**config.mk**
```make
export PLATFORM = sky130hd
export DESIGN_NAME = instr_assembler
export DESIGN_NICKNAME = d
export VERILOG_FILES = /design/src/rtl/instr_assembler.sv
export SDC_FILE = /design/constraint.sdc
export NUM_CORES = 1
export LEC_CHECK = 0
export ABC_AREA = 1
export CAP_MARGIN = 20
export CORE_MARGIN = 2
export CORE_UTILIZATION = 49
export CTS_CLUSTER_DIAMETER = 100
export DETAILED_ROUTE_END_ITERATION = 8
export GPL_TIMING_DRIVEN = 0
export PLACE_DENSITY = 0.84
export SLEW_MARGIN = 20
export SYNTH_ARGS = -nofsm -noshare
export SYNTH_HDL_FRONTEND = slang
export SYNTH_SLANG_ARGS = --single-unit
export TNS_END_PERCENT = 20
```
**constraint.sdc**
```tcl
create_clock -name clk -period 2 [get_ports clk]
set_input_delay 0.3 -clock clk [delete_from_list [all_inputs] [get_ports clk]]
set_output_delay 0.3 -clock clk [all_outputs]
set_load 0.01 [all_outputs]
```
**src/rtl/instr_assembler.sv**
```systemverilog
// Packs R/I/J field tuples into MIPS32 words and streams them to instruction memory
// over a req/ack write port. Optional tuple legality checking: define ASM_CHECK_EN.
module instr_assembler #(
  parameter int                    ADDR_WIDTH = 32,
  parameter logic [ADDR_WIDTH-1:0] BASE_ADDR  = '0,
  parameter int                    DEPTH      = 64,
  parameter logic [5:0]            HALT_OP    = 6'b111111
) (
  input  logic                  clk,
  input  logic                  rst_n,
  input  logic                  clr,
  input  logic                  in_valid,
  output logic                  in_ready,
  input  logic [1:0]            fmt,
  input  logic [5:0]            op,
  input  logic [4:0]            rs,
  input  logic [4:0]            rt,
  input  logic [4:0]            rd,
  input  logic [15:0]           immediate,
  output logic                  mem_req,
  output logic [ADDR_WIDTH-1:0] mem_addr,
  output logic [31:0]           mem_wdata,
  input  logic                  mem_ack,
  output logic [ADDR_WIDTH-1:0] instr_count,
  output logic                  done,
  output logic                  full,
  output logic                  err
);

  typedef enum logic [1:0] {S_IDLE, S_WRITE, S_DONE, S_FULL} state_t;

  state_t                state_q, state_d;
  logic [ADDR_WIDTH-1:0] addr_q, addr_d;
  logic [ADDR_WIDTH-1:0] count_q, count_d;
  logic [31:0]           wdata_q, wdata_d;
  logic                  req_q, req_d;
  logic                  done_q, done_d;
  logic                  full_q, full_d;
  logic [31:0]           packed_word;
  logic                  accept;

  // J targets are just the concatenated rs/rt/immediate, so J and reserved pack like I.
  always_comb begin
    packed_word = {op, rs, rt, immediate};
    if (fmt == 2'd0) packed_word = {op, rs, rt, rd, immediate[10:0]};
  end

  assign in_ready = (state_q == S_IDLE) && !done_q && !full_q;
  assign accept   = in_ready && in_valid && !clr;

`ifdef ASM_CHECK_EN
  logic err_q, err_d;
  logic illegal;
  assign illegal = (fmt == 2'd3) || ((fmt == 2'd0) && (rd == 5'd0) && (op != 6'd0));
  assign err     = err_q;
`else
  assign err = 1'b0;
`endif

  always_comb begin
    state_d = state_q;
    addr_d  = addr_q;
    count_d = count_q;
    wdata_d = wdata_q;
    req_d   = req_q;
    done_d  = done_q;
    full_d  = full_q;
`ifdef ASM_CHECK_EN
    err_d   = err_q;
`endif
    // clr never interrupts an in-flight write.
    if (clr && state_q != S_WRITE) begin
      state_d = S_IDLE;
      addr_d  = BASE_ADDR;
      count_d = '0;
      wdata_d = '0;
      req_d   = 1'b0;
      done_d  = 1'b0;
      full_d  = 1'b0;
`ifdef ASM_CHECK_EN
      err_d   = 1'b0;
`endif
    end else begin
      case (state_q)
        S_IDLE: begin
          if (accept) begin
            wdata_d = packed_word;
            req_d   = 1'b1;
            state_d = S_WRITE;
`ifdef ASM_CHECK_EN
            if (illegal) err_d = 1'b1;
`endif
          end
        end
        S_WRITE: begin
          if (mem_ack) begin
            req_d   = 1'b0;
            count_d = count_q + ADDR_WIDTH'(1);
            addr_d  = addr_q + ADDR_WIDTH'(4);
            if (count_d == ADDR_WIDTH'(DEPTH)) full_d = 1'b1;
            if (wdata_q[31:26] == HALT_OP) begin
              done_d  = 1'b1;
              state_d = S_DONE;
            end else if (count_d == ADDR_WIDTH'(DEPTH)) begin
              state_d = S_FULL;
            end else begin
              state_d = S_IDLE;
            end
          end
        end
        default: ;
      endcase
    end
  end

  always_ff @(posedge clk or negedge rst_n) begin
    if (!rst_n) begin
      state_q <= S_IDLE;
      addr_q  <= BASE_ADDR;
      count_q <= '0;
      wdata_q <= '0;
      req_q   <= 1'b0;
      done_q  <= 1'b0;
      full_q  <= 1'b0;
`ifdef ASM_CHECK_EN
      err_q   <= 1'b0;
`endif
    end else begin
      state_q <= state_d;
      addr_q  <= addr_d;
      count_q <= count_d;
      wdata_q <= wdata_d;
      req_q   <= req_d;
      done_q  <= done_d;
      full_q  <= full_d;
`ifdef ASM_CHECK_EN
      err_q   <= err_d;
`endif
    end
  end

  assign mem_req     = req_q;
  assign mem_addr    = addr_q;
  assign mem_wdata   = wdata_q;
  assign instr_count = count_q;
  assign done        = done_q;
  assign full        = full_q;

endmodule
```
==> key figures, run 1 <==
GRT
  • Largest net degree at the start of global routing: 75
  • Total gr overflow: 0
  • Number of global-route vias before repair: 5190
  • First-pass GRT wire length: 24900 um
  • Total GRT Usage: 0.271
  • Initial antenna violation count: 0

Die
  • Initial core utilization: 0.502
  • DIE AREA: 11900 um^2
  • DIE WIDTH: 109 um
  • DIE HEIGHT: 109 um
  • Core area: ~11000 um^2
  • Top Ports: 145
  • Rows: 38

Power and ir drop
  • Psw: 2.24 mW
  • Sw frac: 0.348
  • Combinational power share: 0.365
  • Lkg Pwr: 3.27 nW
  • Power density cells: 849 nW/um^2
  • Sequential share of power: 0.408
  • Peak supply drop: between 0.7 and 0.8 mV
  • Clock share of power: 0.227
  • Pint: 4.19 mW

Logic synthesis
  • Synthesized area: 5420 um^2
  • Post-synthesis sequential area ratio: 0.457
  • Syn avg cell area: 7.30 um^2
  • Post-synthesis sequential element count: 99
  • YS warnings: 0
  • Count of different cell masters after synthesis: 38
  • Post-Syn Instances: ~740

Critical path
  • Crit path kind: register to register
  • Worst endpoint required time: 2.30 ns
  • CP peak stage delay: 0.40 ns
  • CP Capture Type: register
  • CP max stage cell: dfrtp_1
  • CP Launch Type: register
  • Worst-path fanout max: 8
  • Crit-path cells: ha_2 -> nand2_2 -> nor2_4 -> nand2_4 -> nor2_4 -> nand2_1 -> nand2_1 -> nand2_1 -> nor2_2 -> nand2_1 -> nor2_2 -> nand4_1 -> a21oi_2
  • Cell mode on critical path: nand2_1
  • Critical Path AT: 2.36 ns

Placement
  • Dpl cells: 1026
  • Port Buf Inserts: 141
  • Hpwl dp: 11400 um
  • Pre-CTS setup slack: -0.376 ns
  • Routability cong.: slightly below 1

Clock network
  • Clk slew on worst S/H paths: 0.10 ns
  • Clk sinks: 99
  • CTS tree: built
  • CTS max path bufs: 2
  • CTS root buffer: clkbuf_8
  • Cts bufs inserted: 9
  • Clock latency on the worst-skew pair: 0.37 ns
  • # H-tree levels: 3

STA
  • Slew at the pin with the worst max-slew slack: 0.603 ns
  • Clock skew: 0.0117 ns
  • Final setup violation count: 3
  • Fmax: approximately 0.5 GHz
  • Final min period: approximately 2 ns
  • Final Hold Vio Count: 0
  • Period utilization: 1.03
  • RSZ-0062 raised after global routing: yes
  • Hold_ws: 0.341 ns
  • TNS Setup: -0.112 ns
  • Slew Limit Fails: 0
  • Slew margin rel.: 0.598
  • Final WS setup: -0.0537 ns

Run
  • Max Cap Viol: 0

Drt
  • Vias: 5586
  • Routed WL: 15600 um
  • Drt pass-1 iters: 5
  • DRC Markers: 0
  • Wire per inst: 14.8 um
  • Iter 0 DRT Violations: 404
  • Vias per std cell: 5.30
  • Post-route ant nets: 0

Hold path
  • HP Class: input pin to async pin

Final layout
  • Non-filler cells, final: 1054
  • Final core occ: 0.701
  • Commonest non-fill, non-tap cell in the layout: nand2_1
  • Ant. Diodes: 0
  • Share of cells above drive strength 1: 0.120
  • Most frequent cells in the layout: nand2_1, clkdlybuf4s50_1, dfrtp_1
  • Final nets: 955
  • Area grow syn2layout: 39.7%

Run status
  • Failing checks: setup timing
  • Status: finished, violations left
## state kept, by name, indices dropped and copies added (netlist names)
register,cells
mem_req,1
instr_count,32
mem_addr,30
done,1
state_q,2
mem_wdata,32
full,1
## timing repair
| action | in CTS | in global routing |
|---|---|---|
| setup buffers | 10 | 1 |
| gates resized for setup | 23 | 49 |
| endpoints found under the hold margin | 25 | 0 |
| gates cloned | 0 | 0 |
| pin swaps | 7 | 24 |
| setup endpoints to repair | 19 | 46 |
| hold buffers | 1 | 0 |
## stage by stage
| step | power (mW) | cell area, um^2 |
|---|---|---|
| after floorplan | 3.64 | 5430 |
| after global routing | 6.79 | 7570 |
| after global placement | 4.82 | 7010 |
| final | 6.43 | 7570 |
| after CTS | 6.42 | 7420 |
| after detailed placement | 4.87 | 7040 |
## path summary, 6_finish.rpt
| kind | start | endpoint | slack, ns | cells past startpoint |
|---|---|---|---|---|
| worst min register to register | mem_wdata[12]$_DFFE_PN0P_ | mem_wdata[12]$_DFFE_PN0P_ | 0.49 | 2 |
| min in group clk | immediate[5] | mem_wdata[5]$_DFFE_PN0P_ | 0.47 | 3 |
| worst min-delay path | rst_n | instr_count[13]$_DFFE_PN0P_ | 0.34 | 2 |
| worst max-delay path | instr_count[0]$_DFFE_PN0P_ | state_q[0]$_DFFE_PN0P_ | -0.05 | 13 |
| worst max register to register | instr_count[0]$_DFFE_PN0P_ | state_q[0]$_DFFE_PN0P_ | -0.05 | 13 |
| max in group asynchronous | rst_n | mem_addr[16]$_DFFE_PN0P_ | 1.01 | 3 |
## power by group through the flow
stage	logic (mW)	clock network (mW)	registers [mW]
floorplan	0.852	0	2.79
global placement	2.16	0	2.67
detailed placement	2.20	0	2.66
CTS	2.33	1.48	2.61
global route	2.56	1.56	2.67
finish	2.34	1.46	2.62
## routing by layer
metal  vias to the layer above  share of wire  track usage
li1                       2741              -            -
met1                      2587           0.42        0.350
met2                       230           0.47        0.424
met3                        28          0.092       0.0807
met4                         0          0.024        0.118
met5                         -              0            0
## Yosys cell counts
master      n  area, um^2
nand3_2     2        20.0
nor2_2      4        25.0
nand3b_1    3        22.5
nor2_4      6        67.6
nor2_1     88         330
nand4_1    12        75.1
conb_1      1        3.75
nor4_1      4        25.0
a32o_1      1        10.0
and2_1      2        12.5
nand3_1    53         265
or2_2       1        6.26
nand2_8     1        20.0
o21ai_0    47         235
nor3_4      1        16.3
clkbuf_1   12        45.0
nor3_1     12        60.1
nand2_2     4        25.0
inv_2       2        7.51
o31ai_1     2        15.0
a221oi_1    3        26.3
buf_2       2        10.0
o21a_1      3        22.5
xor2_1      2        17.5
inv_4       1        6.26
buf_4       3        22.5
ha_1        2        25.0
a21oi_1    21         105
nand2_1   246         923
a211oi_1    1        7.51
dfrtp_1    99        2480
inv_1      75         282
o41ai_1     5        43.8
nand3_4     1        17.5
buf_1       4        15.0
nand2_4     3        33.8
o22ai_1    12        75.1
nor2_8      1        20.0
## critical path, delay by kind of cell, from the launching register on
family	cells	cell delay, ns
and+or+nand+nor	11	1.21
AOI/OAI and AO/OA	1	0.16
adders and majority gates	1	0.21
DFF	1	0.40
## final cells by class
cell class                      count  area (um^2)
Tap cell                          140          175
Sequential cell                    99         2480
Timing Repair Buffer              154         1540
Fill cell                         870         3220
Clock buffer                       11          141
Buffer                             21          103
Multi-Input combinational cell    546         2750
Inverter                           78          295
Clock inverter                      5         85.1
## kinds of logic (layout without fill, tap and decap cells)
kind of cell / Yosys count / in the layout / share of synthesized area
AOI/OAI and AO/OA: 95 / 95 / 0.0998
xor gates and xnor gates: 2 / 2 / 0.00323
adders and majority gates: 2 / 2 / 0.00462
buffers and inverters: 99 / 269 / 0.0716
DFF: 99 / 99 / 0.457
other: 1 / 3 / 0.000692
and+or+nand+nor: 444 / 444 / 0.363
Power figures use the tool's default switching activity.
==> inputs of run 2 (changes only) <==
--- a/config.mk
+++ b/config.mk
@@ -7,7 +7,6 @@
 export LEC_CHECK = 0
 export ABC_AREA = 1
 export CAP_MARGIN = 20
-export CORE_MARGIN = 2
 export CORE_UTILIZATION = 49
 export CTS_CLUSTER_DIAMETER = 100
 export DETAILED_ROUTE_END_ITERATION = 8
==> run 2 against run 1 <==
  * The flow still finishes with violations (setup timing)
  * Global-route usage up 1.6 points
  * Die area decreased by 3.6%
  * Routed wire length grew 9.4%
  * Via count grew 4.8%
  * Critical path type unchanged
  * Highest routed layer unchanged
==> key figures, run 2 (synthesis gave the netlist of run 1 again) <==
GRT
  • First-pass GRT wire length: 25500 um (+2.2%)
  • Initial antenna violation count: 0 (unchanged)
  • Number of global-route vias before repair: 5260 (+1.3%)
  • Largest net degree at the start of global routing: 65 (-13%)
  • Total GRT Usage: 0.288 (+0.0164)
  • Total gr overflow: 0 (unchanged)

Clock network
  • Clock latency on the worst-skew pair: 0.37 ns (about the same)
  • Cts bufs inserted: 9 (unchanged)
  • Clk sinks: 99 (unchanged)
  • CTS tree: built
  • # H-tree levels: 3 (unchanged)
  • Clk slew on worst S/H paths: 0.09 ns (about the same)
  • CTS root buffer: clkbuf_8
  • CTS max path bufs: 2 (unchanged)

Critical path
  • Critical Path AT: 2.32 ns (-0.04 ns)
  • CP Launch Point: instr_count[1]$_DFFE_PN0P_
  • Crit-path cells: ha_4 -> nand2_4 -> nor2_4 -> nand2_4 -> nor2_4 -> nand2_2 -> nand2_2 -> nand2_1 -> nor2_1 -> nand2_1 -> nor2_2 -> nand4_1 -> nand3b_1
  • CP Launch Type: register
  • CP max stage cell: dfrtp_1
  • FF-to-FF End: state_q[1]$_DFFE_PN0P_
  • Reg2Reg Launch Point: instr_count[1]$_DFFE_PN0P_
  • End of the critical path: state_q[1]$_DFFE_PN0P_
  • CP peak stage delay: 0.43 ns (+0.03 ns)
  • Crit path kind: register to register
  • R2R cell count: 13 (unchanged)
  • Worst endpoint required time: 2.31 ns (about the same)
  • Worst-path fanout max: 5 (-3)
  • CP Capture Type: register
  • Reg2reg setup slack: -0.02 ns (+0.04 ns)

Placement
  • Hpwl dp: 11600 um (+1.5%)
  • Routability cong.: 0.938 (-3.8%)
  • Port Buf Inserts: 141 (unchanged)
  • Dpl cells: 1026 (unchanged)

Die
  • DIE HEIGHT: 107 um (-1.8%)
  • Top Ports: 145 (unchanged)
  • DIE AREA: 11500 um^2 (-3.6%)
  • Initial core utilization: 0.502 (unchanged)
  • Core area: 10800 um^2 (unchanged)
  • Rows: 38 (unchanged)
  • DIE WIDTH: 107 um (-1.8%)

Drt
  • Wire per inst: 15.7 um (+6.5%)
  • Post-route ant nets: 0 (unchanged)
  • Iter 0 DRT Violations: 441 (+9.2%)
  • Vias per std cell: 5.40 (+2.0%)
  • Vias: 5852 (+4.8%)
  • DRC Markers: 0 (unchanged)
  • Drt pass-1 iters: 5 (unchanged)
  • Routed WL: 17000 um (+9.4%)

STA
  • Slew Limit Fails: 0 (unchanged)
  • Slew at the pin with the worst max-slew slack: 0.636 ns (+0.0330 ns)
  • Final Hold Vio Count: 0 (unchanged)
  • Final WS setup: -0.0159 ns (+0.0378 ns)
  • RSZ-0062 raised after global routing: yes
  • Clock skew: 0.0110 ns (-0.000664 ns)
  • Fmax: 0.496 GHz (+1.9%)
  • TNS Setup: -0.0401 ns (+0.0722 ns)
  • Slew margin rel.: 0.576 (-0.0220)
  • Period utilization: 1.01 (-0.0189)
  • Final setup violation count: 4 (+1)
  • Final min period: 2.02 ns (-0.0378 ns)

Final layout
  • Area grow syn2layout: 44.1%
  • Ant. Diodes: 0 (unchanged)
  • Share of cells above drive strength 1: 0.153 (+0.0324)
  • Commonest non-fill, non-tap cell in the layout: nand2_1
  • Final nets: 985 (+3.1%)
  • Filler cells: 799 (-8.2%)
  • Final core occ: 0.723 (+0.0218)
  • Non-filler cells, final: 1083 (+2.8%)
  • Most frequent cells in the layout: nand2_1, clkdlybuf4s50_1, dfrtp_1

Run status
  • Failing checks: setup timing
  • Status: finished, violations left

Power and ir drop
  • Peak supply drop: 0.707 mV (-5.9%)
  • Lkg Pwr: 3.40 nW (+4.2%)
  • Power density cells: 837 nW/um^2 (-1.4%)
  • Total power: 6.53 mW (+1.6%)

Hold path
  • HP Class: input pin to async pin

Run
  • Max Cap Viol: 0 (unchanged)
-- run 2: power breakdown --
part           leakage [nW]  switching [mW]  total [mW]  internal (mW)
Sequential             1.32           0.307        2.67           2.36
Combinational          2.00            1.36        2.57           1.21
Clock                0.0816           0.715        1.29          0.573
Total                  3.40            2.38        6.53           4.15
-- run 2: how the worst min path moves through the flow --
stage	start	to	cells after the start
CTS	rst_n	instr_count[14]$_DFFE_PN0P_	2
finish	rst_n	instr_count[14]$_DFFE_PN0P_	2
global route	rst_n	instr_count[14]$_DFFE_PN0P_	2
detailed placement	rst_n	instr_count[14]$_DFFE_PN0P_	1
global placement	mem_wdata[14]$_DFFE_PN0P_	mem_wdata[14]$_DFFE_PN0P_	2
floorplan	rst_n	done$_DFFE_PN0P_	0
-- run 2: area by class of cell --
class | instances | area [um^2] | area share
Multi-Input combinational cell | 547 | 2810 | 0.360
Clock inverter | 4 | 52.6 | 0.00673
Timing Repair Buffer | 183 | 1750 | 0.224
Tap cell | 140 | 175 | 0.0224
Buffer | 21 | 98.8 | 0.0127
Inverter | 78 | 295 | 0.0378
Clock buffer | 11 | 131 | 0.0168
Sequential cell | 99 | 2490 | 0.319
-- run 2: critical path: cells and delay by family, from the launching register on --
family	cells	cell delay, ns
DFF	1	0.43
and+or+nand+nor	12	1.34
adders and majority gates	1	0.18
-- run 2: per-layer routing --
| metal | global-route usage | up-vias | wire length [um] |
|---|---|---|---|
| li1 | - | 2791 | - |
| met1 | 0.373 | 2740 | 6930 |
| met2 | 0.471 | 280 | 8190 |
| met3 | 0.0590 | 41 | 1420 |
| met4 | 0.116 | 0 | 491 |
| met5 | 0 | - | 0 |
-- run 2: what timing repair did --
item | 4_1_cts | 5_1_grt
hold endpoints to repair | 35 | 0
pin swaps | 6 | 29
hold buffers | 1 | 0
setup buffers | 11 | 29
gates cloned | 1 | 0
gates resized for setup | 29 | 52
endpoints found under the setup margin | 29 | 43
-- run 2: stage by stage --
step / hold WS, ns / worst slack [ns] / cell area [um^2]
after detailed placement: 0.219 / -0.350 / 7040
after floorplan: 0.00441 / 0.0626 / 5430
final: 0.381 / -0.0159 / 7800
after global routing: 0.402 / -0.161 / 7800
after CTS: 0.389 / -0.0114 / 7410
after global placement: 0.464 / -3.12 / 7010
==> inputs of run 3 (changes only) <==
--- a/config.mk
+++ b/config.mk
@@ -12,7 +12,7 @@
 export DETAILED_ROUTE_END_ITERATION = 8
 export GPL_TIMING_DRIVEN = 0
 export PLACE_DENSITY = 0.84
-export SLEW_MARGIN = 20
+export SETUP_SLACK_MARGIN = 0.1
 export SYNTH_ARGS = -nofsm -noshare
 export SYNTH_HDL_FRONTEND = slang
 export SYNTH_SLANG_ARGS = --single-unit
==> run 3 against run 2 <==
  * The run still ends with setup timing left
  * Maximum frequency decreased by 1.4%
  * Clock skew increased by 0.0041 ns
  * First-iteration DRC count decreased by 7.5%
  * Hold slack improved by 0.088 ns
  * Global-route usage increased by 0.38 points
  * Sequential share of layout area increased by 0.083 points
  * Routed wire length decreased by 2.0%
  * Clock-buffer cell count decreased by 2
==> key figures, run 3 (synthesis gave the netlist of run 1 again) <==
STA
  • Final min period: 2.04 ns (+0.0282 ns)
  • Slew at the pin with the worst max-slew slack: 0.688 ns (+0.0517 ns)
  • Hold_ws: 0.469 ns (+0.0880 ns)
  • Clock skew: 0.0152 ns (+0.00415 ns)
  • Slew Limit Fails: 0 (unchanged)
  • Slew margin rel.: 0.541 (-0.0344)
  • Period utilization: 1.02 (+0.0141)
  • RSZ-0062 raised after global routing: yes
  • Final WS setup: -0.0441 ns (-0.0282 ns)
  • Final Hold Vio Count: 0 (unchanged)
  • Fmax: 0.489 GHz (-1.4%)
  • Final setup violation count: 3 (-1)

Drt
  • Routed length on met1: 6890 um (-0.63%)
  • DRC Markers: 0 (unchanged)
  • Wire per inst: 15.5 um (-1.2%)
  • Iter 0 DRT Violations: 408 (-7.5%)
  • Routed WL: 16700 um (-2.0%)
  • Met3 wire length: 1500 um (+5.6%)
  • Vias: 5779 (-1.2%)
  • DR top layer: met4
  • Post-route ant nets: 0 (unchanged)
  • Routed length on met2: 8040 um (-1.9%)
  • Vias per std cell: 5.38 (-0.51%)
  • Drt pass-1 iters: 7 (+2)

Placement
  • Dpl cells: 1026 (unchanged)
  • Hpwl dp: 11600 um (+0.54%)
  • Port Buf Inserts: 141 (unchanged)
  • Routability cong.: 0.927 (-1.2%)

GRT
  • Number of global-route vias before repair: 5310 (+0.95%)
  • Largest net degree at the start of global routing: 54 (-17%)
  • Total GRT Usage: 0.292 (+0.00385)
  • First-pass GRT wire length: 26100 um (+2.4%)
  • Total gr overflow: 0 (unchanged)
  • Initial antenna violation count: 0 (unchanged)

Clock network
  • # H-tree levels: 3 (unchanged)
  • CTS tree: built
  • CTS max path bufs: 2 (unchanged)
  • Cts bufs inserted: 9 (unchanged)
  • Clk sinks: 99 (unchanged)
  • CTS root buffer: clkbuf_8
  • Clk slew on worst S/H paths: 0.12 ns (+0.03 ns)
  • Clock latency on the worst-skew pair: 0.37 ns (about the same)

Critical path
  • Critical Path AT: 2.35 ns (+0.03 ns)
  • CP Capture Type: register
  • CP peak stage delay: 0.42 ns (about the same)
  • Worst-path fanout max: 6 (+1)
  • Worst endpoint required time: 2.31 ns (about the same)
  • Crit path kind: register to register
  • Crit-path cells: buf_6 -> nand2_4 -> nor2_4 -> nand2_4 -> nor2_4 -> nand2_1 -> nand2_1 -> nand2_1 -> nor2_1 -> nand2_1 -> nor2_2 -> nand4_1 -> nand3b_1
  • CP max stage cell: dfrtp_2
  • Cell mode on critical path: nand2_1
  • CP Launch Type: register

Die
  • Core area: 10800 um^2 (unchanged)
  • Rows: 38 (unchanged)
  • DIE WIDTH: 107 um (unchanged)
  • DIE AREA: 11500 um^2 (unchanged)
  • Initial core utilization: 0.502 (unchanged)
  • Top Ports: 145 (unchanged)
  • DIE HEIGHT: 107 um (unchanged)

Final layout
  • Non-filler cells, final: 1075 (-0.74%)
  • Most frequent cells in the layout: nand2_1, clkdlybuf4s50_1, dfrtp_1
  • Commonest non-fill, non-tap cell in the layout: nand2_1
  • Final nets: 976 (-0.91%)
  • Area grow syn2layout: 43.2%
  • Share of cells above drive strength 1: 0.144 (-0.00832)
  • Ant. Diodes: 0 (unchanged)
  • Final core occ: 0.719 (-0.00441)
  • Filler cells: 836 (+4.6%)

Hold path
  • HP Class: input pin to register

Run
  • Max Cap Viol: 0 (unchanged)

Power and ir drop
  • Lkg Pwr: 3.46 nW (+1.6%)
  • Power density cells: 834 nW/um^2 (-0.26%)
  • Peak supply drop: 0.685 mV (-3.1%)

Run status
  • Failing checks: setup timing
  • Status: finished, violations left
## run 3: layout make-up
type                    count  area [um^2]  area share
plain buffers              21          101      0.0131
well taps                 140          175      0.0226
repair buffers            174         1690       0.217
clock inverters             7         60.1     0.00774
multi-input cells         547         2830       0.365
flip-flops and latches     99         2480       0.320
inverters                  78          295      0.0381
clock buffers               9          124      0.0160
## run 3: power by group
part / internal [mW] / switching, mW / total [mW]
Sequential: 2.36 / 0.288 / 2.65
Combinational: 1.20 / 1.34 / 2.54
Clock: 0.476 / 0.806 / 1.28
## run 3: path summary, 6_finish.rpt
| check | slack, ns | cells after the start | start | endpoint |
|---|---|---|---|---|
| max | -0.04 | 13 | instr_count[0]$_DFFE_PN0P_ | state_q[1]$_DFFE_PN0P_ |
| min | 0.47 | 3 | rs[0] | mem_wdata[21]$_DFFE_PN0P_ |
| max reg2reg | -0.04 | 13 | instr_count[0]$_DFFE_PN0P_ | state_q[1]$_DFFE_PN0P_ |
| min reg2reg | 0.49 | 2 | mem_wdata[18]$_DFFE_PN0P_ | mem_wdata[18]$_DFFE_PN0P_ |
| max in group asynchronous | 0.79 | 3 | rst_n | mem_wdata[27]$_DFFE_PN0P_ |
| min in group asynchronous | 0.51 | 2 | rst_n | instr_count[12]$_DFFE_PN0P_ |
## run 3: metrics by stage
| stage | setup slack (ns) | instance area, um^2 | power, mW | TNS (ns) |
|---|---|---|---|---|
| floorplan | 0.117 | 5430 | 3.64 | 0 |
| global placement | -3.13 | 7020 | 4.84 | -318.24 |
| detailed placement | -0.390 | 7040 | 4.88 | -10.83 |
| CTS | 0.0546 | 7530 | 6.31 | 0 |
| global route | -0.123 | 7760 | 6.80 | -0.376 |
| finish | -0.0441 | 7760 | 6.47 | -0.0533 |
## run 3: per-layer routing
layer | GRT usage | vias to the layer above
met3 | 0.0608 | 26
met1 | 0.394 | 2718
met2 | 0.469 | 261
li1 | - | 2774
met4 | 0.0949 | 0
met5 | 0 | -
## run 3: critical path: cells and delay by family (launching register included)
family                 cells  cell delay (ns)
DFF                        1             0.42
buffers and inverters      1             0.12
and+or+nand+nor           12             1.46
## run 3: repair_timing
item                                    4_1_cts  5_1_grt
cloned                                        1        0
endpoints found under the hold margin        29        0
hold buffers                                  1        0
gates resized for setup                      41       44
endpoints found under the setup margin       37       45
setup buffers                                19       12
pin swaps                                     7       17
